## src/rtl/regfile_mp.sv

```systemverilog
// regfile_mp: parametrised register file with 2 write ports, 2 async read ports and a one-register-per-cycle clear sweep.
// Define REGFILE_BYPASS_EN to forward accepted writes to same-cycle reads.
`default_nettype none

module regfile_mp #(
  parameter int DATA_W   = 8,
  parameter int NUM_REGS = 4,
  parameter int ADDR_W   = 2,
  parameter bit ZERO_R0  = 1'b0
) (
  input  logic              clk,
  input  logic              reset,
  input  logic              we0,
  input  logic [ADDR_W-1:0] waddr0,
  input  logic [DATA_W-1:0] wdata0,
  input  logic              we1,
  input  logic [ADDR_W-1:0] waddr1,
  input  logic [DATA_W-1:0] wdata1,
  output logic              wr_ready,
  input  logic [ADDR_W-1:0] raddr0,
  output logic [DATA_W-1:0] rdata0,
  input  logic [ADDR_W-1:0] raddr1,
  output logic [DATA_W-1:0] rdata1,
  input  logic              clr_req,
  output logic              clr_busy,
  output logic              clr_done
);

  if (DATA_W < 1 || NUM_REGS < 2 || (1 << ADDR_W) != NUM_REGS) begin : g_badParams
    $error("regfile_mp: NUM_REGS must be a power of two >= 2 equal to 2**ADDR_W, DATA_W >= 1");
  end

  typedef enum logic {
    ST_IDLE,
    ST_SWEEP
  } state_t;

  state_t            r_state;
  logic [ADDR_W-1:0] r_cnt;
  logic              r_clrBusy;
  logic              r_clrDone;
  logic              r_wrReady;
  logic [DATA_W-1:0] r_regs [NUM_REGS];

  logic              w_wrEn0;
  logic              w_wrEn1;
  logic              w_sweeping;
  logic              w_sweepLast;
  logic [ADDR_W-1:0] w_cntNext;

  assign w_wrEn0     = we0 & r_wrReady;
  assign w_wrEn1     = we1 & r_wrReady;
  assign w_sweeping  = (r_state == ST_SWEEP);
  assign w_cntNext   = r_cnt + ADDR_W'(1);
  assign w_sweepLast = (r_cnt == ADDR_W'(NUM_REGS - 1));

  // Status outputs are registered so they line up with the state they describe.
  always_ff @(posedge clk) begin
    if (reset) begin
      r_state   <= ST_IDLE;
      r_cnt     <= '0;
      r_clrBusy <= 1'b0;
      r_clrDone <= 1'b0;
      r_wrReady <= 1'b1;
    end else begin
      case (r_state)
        ST_IDLE: begin
          r_clrDone <= 1'b0;
          if (clr_req) begin
            r_state   <= ST_SWEEP;
            r_cnt     <= '0;
            r_clrBusy <= 1'b1;
            r_wrReady <= 1'b0;
          end
        end
        ST_SWEEP: begin
          r_cnt <= w_cntNext;
          if (w_sweepLast) begin
            r_state   <= ST_IDLE;
            r_clrBusy <= 1'b0;
            r_clrDone <= 1'b0;
            r_wrReady <= 1'b1;
          end else begin
            r_clrDone <= (w_cntNext == ADDR_W'(NUM_REGS - 1));
          end
        end
        default: begin
          r_state   <= ST_IDLE;
          r_clrBusy <= 1'b0;
          r_clrDone <= 1'b0;
          r_wrReady <= 1'b1;
        end
      endcase
    end
  end

  // Sweep zero has priority over writes; port 1 beats port 0 on an address clash.
  always_ff @(posedge clk) begin
    for (int i = 0; i < NUM_REGS; i++) begin
      if (reset || (ZERO_R0 && i == 0)) begin
        r_regs[i] <= '0;
      end else if (w_sweeping && r_cnt == ADDR_W'(i)) begin
        r_regs[i] <= '0;
      end else if (w_wrEn1 && waddr1 == ADDR_W'(i)) begin
        r_regs[i] <= wdata1;
      end else if (w_wrEn0 && waddr0 == ADDR_W'(i)) begin
        r_regs[i] <= wdata0;
      end
    end
  end

`ifdef REGFILE_BYPASS_EN
  logic w_fwd0;
  logic w_fwd1;

  assign w_fwd0 = w_wrEn0 & ~(ZERO_R0 && waddr0 == '0);
  assign w_fwd1 = w_wrEn1 & ~(ZERO_R0 && waddr1 == '0);

  // Port 1 is applied last so it wins when both ports hit the read address.
  always_comb begin
    rdata0 = r_regs[raddr0];
    if (w_fwd0 && waddr0 == raddr0) rdata0 = wdata0;
    if (w_fwd1 && waddr1 == raddr0) rdata0 = wdata1;
  end

  always_comb begin
    rdata1 = r_regs[raddr1];
    if (w_fwd0 && waddr0 == raddr1) rdata1 = wdata0;
    if (w_fwd1 && waddr1 == raddr1) rdata1 = wdata1;
  end
`else
  always_comb begin
    rdata0 = r_regs[raddr0];
  end

  always_comb begin
    rdata1 = r_regs[raddr1];
  end
`endif

  assign wr_ready = r_wrReady;
  assign clr_busy = r_clrBusy;
  assign clr_done = r_clrDone;

endmodule

`default_nettype wire

```

## config.mk

```make
export PLATFORM = sky130hd
export DESIGN_NAME = regfile_mp
export DESIGN_NICKNAME = d
export VERILOG_FILES = /design/src/rtl/regfile_mp.sv
export SDC_FILE = /design/constraint.sdc
export NUM_CORES = 1
export LEC_CHECK = 0
export BUFFER_PORTS_ARGS = -buffer_cell sky130_fd_sc_hd__buf_2
export CORE_UTILIZATION = 43
export CTS_CLUSTER_SIZE = 20
export DETAILED_ROUTE_END_ITERATION = 6
export PLACE_DENSITY = 0.74
export SLEW_MARGIN = 20
export SYNTH_ARGS = -nofsm -noshare
export SYNTH_HDL_FRONTEND = slang
export SYNTH_SLANG_ARGS = --single-unit
```

## constraint.sdc

```tcl
create_clock -name clk -period 1.8 [get_ports clk]
set_input_delay 0.27 -clock clk [delete_from_list [all_inputs] [get_ports clk]]
set_output_delay 0.27 -clock clk [all_outputs]
set_load 0.05 [all_outputs]
```

Word-level counts from Yosys, hierarchy flattened
Memory sizes are Yosys's and may differ from the RTL's.
Index checks and enable logic that the tools add are counted.
{ "word_totals": {"register_bits": 6, "mem_bits_rw": 32, "output_inout_bits": 19, "word_cells": 125, "memories": 1} }
{ "mem_list": {"columns": ["memory", "words", "width", "rd", "rd_ports_with_merged_regs", "write_ports", "line_no", "source"], "rows": [
  ["r_regs", 4, 8, 2, 0, 4, "43", "logic [DATA_W-1:0] r_regs [NUM_REGS];"]
]} }
{ "op_classes": {"n_addsub": 1, "n_eq_ne": 12, "n_mux": 75, "bitwise": 15, "reduce_logical": 16} }
{ "ops": {"columns": ["operator", "n"], "rows": [
  ["$mux 8", 12],
  ["$mux 1", 57],
  ["$eq 2x2->1 const B", 7],
  ["$logic_and 1x1->1", 12],
  ["$or 1x1->1", 12],
  ["$pmux 1 s2", 4],
  ["$eq 2x1->1 const B", 3],
  ["$logic_not 2->1", 3],
  ["$pmux 2 s2", 1],
  ["$add 2x1->2 const B", 1],
  ["$and 1x1->1", 2],
  ["$mux 2", 1],
  ["$ne 2x1->1 const B", 1],
  ["$ne 2x2->1 const B", 1],
  ["$reduce_and 2->1", 1],
  ["$not 1->1", 1]
]} }

Longest topological paths before layout
{ "logic_depth": {"ltp_word": 8, "ltp_mapped": 6, "depth_no_buf": 5} }

Worst setup path before layout
Ideal clock, no wire load.
{ "synth_path": {"path_type": "reg-to-reg", "start": "register r_wrReady, in the netlist wr_ready", "end": "memory r_regs[1][0], enable pin", "t_arrival_ns": 1.423, "required_ns": 1.462, "path_slack_ns": 0.038, "stages_incl_launch_ff": 4, "path_buffers": 1, "path_cell_list": "dfxtp_1 -> buf_4 -> nand4b_2 -> nand3b_1"} }
{ "synth_lines": {"columns": ["element", "line_no", "source"], "rows": [
  ["start, declared", "42", "logic r_wrReady;"],
  ["start signal, assigned", "64", "r_wrReady <= 1'b1;"],
  ["start signal, assigned", "73", "r_wrReady <= 1'b0;"],
  ["start signal, assigned", "82", "r_wrReady <= 1'b1;"],
  ["end, declared", "43", null]
]} }

==> impl_metrics.tcl <==
set metrics [dict create \
    worst_pin_slew_ns 0.402 \
    final_max_slew_viol_count 0 \
    cp_max_fo 2 \
    peakVddDrop_mv 0.421 \
    cp.arrival_ns 1.39 \
    critPathRequiredTime_ns 1.53 \
    yosys_warnings 0 \
    hold_buffers 0 \
    pwr-share-comb 0.237 \
    drt_wl_total_um 5110 \
    syn_area_per_cell_sq_um 15.3 \
    seq_area_frac_synth 0.496 \
    dp_worst_setup_slack_ns 0.186 \
    drc 0 \
    drtPass1Iterations 4 \
    gr-total-overflow 0 \
    globalplace.congestion 0.846 \
    antenna_found_initial 0 \
    port_buffers 47 \
    p_per_area_nw_per_um2 824 \
    first_global_vias 1695 \
    design.core.area_sq_um 4790 \
    total_power_w 0.00212 \
    final_cells 261 \
    mostFrequentLayoutCell "buf_2" \
    cts_resized 0 \
    end_kind "output port" \
    yosysUniqueCellTypes 30 \
    p_sw_w 0.000649 \
    cts_buffer_depth 2 \
    rsz0062_at_grt "no" \
    hold_path.class "in2reg" \
    fmax_mhz 602 \
    clk_pin_slew_ns 0.07 \
    dp_hpwl_um 3820 \
    num_vias 1589 \
    synth_cells 142 \
    postLayoutCoreUtil 0.537 \
    row_count 25 \
    startpoint_type "flop" \
    cts_tree "built" \
    design.die.area_sq_um 5360 \
    start_util 0.455 \
    wl_per_cell_um 19.6 \
    dp.cells 253 \
    slowest_delay_ns 0.48 \
    viasPerCell 6.09 \
    layout_setup_ws_ns 0.138 \
    grt_start_max_net_pins 13 \
    p_leak_nw 0.979 \
    clock-root-buffer "clkbuf_8" \
    die_h_um 73.2 \
    nets 226 \
    antenna_cells 0 \
    max-cap-violations 0 \
    path_cells "mux4_2 > buf_2" \
    grt_usage 0.211 \
    synth_area_sq_um 2180 \
    sw_frac_of_total 0.307 \
    clock_skew_ns 0.00821 \
    die_w_um 73.2 \
    finalSetupTns_ns 0 \
    hold_viol 0 \
    drtIter0Drc 135 \
    clock_latency_ns 0.29 \
    period_minus_slack_ns 1.66 \
    layout_common_cells "buf_2 (47), a32o_1 (32), edfxtp_1 (32)" \
    grt_pass1_wl_um 8090 \
    num_io_pins 48 \
    setup_viol 0 \
    ant_nets 0 \
    fin_crit_sh 0.923 \
    p_int_w 0.00147 \
    ys_ff_latch 38 \
    pwr-share-clk 0.259 \
    p_seq_frac 0.504 \
    critPathKind "reg2out" \
    slowest_stage "mux4_2" \
    slew_headroom 0.732 \
    cts_made_buffers 5 \
    area_growth_pct 17.9 \
    status "finished clean" \
    postCtsSetupBuffers 0 \
    drive_gt1_frac 0.454 \
    synth_fp_nets 175 \
    h-tree-depth 2 \
    cts.sinks 38 \
]
==> area by class of cell <==
class,count,area (sq um)
Clock buffer,6,72.6
Inverter,3,11.3
Clock inverter,2,10.0
Tap cell,67,83.8
Timing Repair Buffer,54,288
Multi-Input combinational cell,91,1020
Fill cell,405,2220
Sequential cell,38,1080
==> stage by stage <==
stage | cell area [sq um] | hold slack, ns
after floorplan | 2180 | 0.386
after global placement | 2490 | 0.453
after detailed placement | 2490 | 0.471
after CTS | 2570 | 0.243
after global routing | 2570 | 0.259
final | 2570 | 0.244
==> layer usage <==
metal	global-route usage	share of wire
met5	0	0
met4	0.109	0.020
met3	0.0608	0.097
met2	0.359	0.50
met1	0.241	0.38
==> path summary, 6_finish.rpt <==
path	from	end	slack (ns)	cells after the start
worst min register to register	clr_busy	clr_busy	0.48	2
worst max-delay path	r_regs[3][4]	rdata1[4]	0.14	2
worst min-delay path	clr_req	r_state	0.24	3
worst max register to register	wr_ready	r_regs[1][1]	0.17	3
==> synthesized netlist by cell type, drive strengths merged <==
cell | number | area (sq um)
inv | 3 | 11.3
nor2 | 13 | 83.8
nand4b | 4 | 41.3
ha | 4 | 50.1
a32o | 32 | 320
o21ai | 1 | 5.00
dfxtp | 6 | 120
nor2b | 2 | 12.5
nand3b | 2 | 15.0
a21oi | 4 | 31.3
edfxtp | 32 | 961
nand2 | 1 | 3.75
clkbuf | 1 | 5.00
nor3b | 2 | 15.0
nand3 | 2 | 10.0
and2b | 1 | 7.51
mux4 | 16 | 360
nand4bb | 2 | 22.5
a21o | 3 | 25.0
nand4 | 2 | 18.8
buf | 9 | 60.1
==> state kept, by name (all words and copies together), names as in the netlist <==
| register | flops |
|---|---|
| r_regs | 32 |
| clr_done | 1 |
| wr_ready | 1 |
| r_cnt | 2 |
| clr_busy | 1 |
| r_state | 1 |
==> worst max-delay path: cells and delay by family, from the launching register on <==
family / cells / cell delay, ns
muxes: 1 / 0.48
DFF: 1 / 0.40
buffers and inverters: 1 / 0.22
==> power by group through the flow <==
stage	registers [W]	clock network, W	logic (W)
final	0.00107	0.000548	0.000501
after global routing	0.00108	0.000591	0.000533
after CTS	0.00107	0.000561	0.000503
after detailed placement	0.00109	0	0.000502
after global placement	0.00108	0	0.000491
after floorplan	0.00108	0	0.000361
==> cells by family after synthesis <==
| group | count (synthesis) | synth area share |
|---|---|---|
| simple gates | 31 | 0.106 |
| buf+inv | 13 | 0.0350 |
| flops | 38 | 0.496 |
| fa+ha+maj | 4 | 0.0230 |
| mux | 16 | 0.165 |
| compound gates | 40 | 0.175 |
Power figures use the tool's default switching activity.
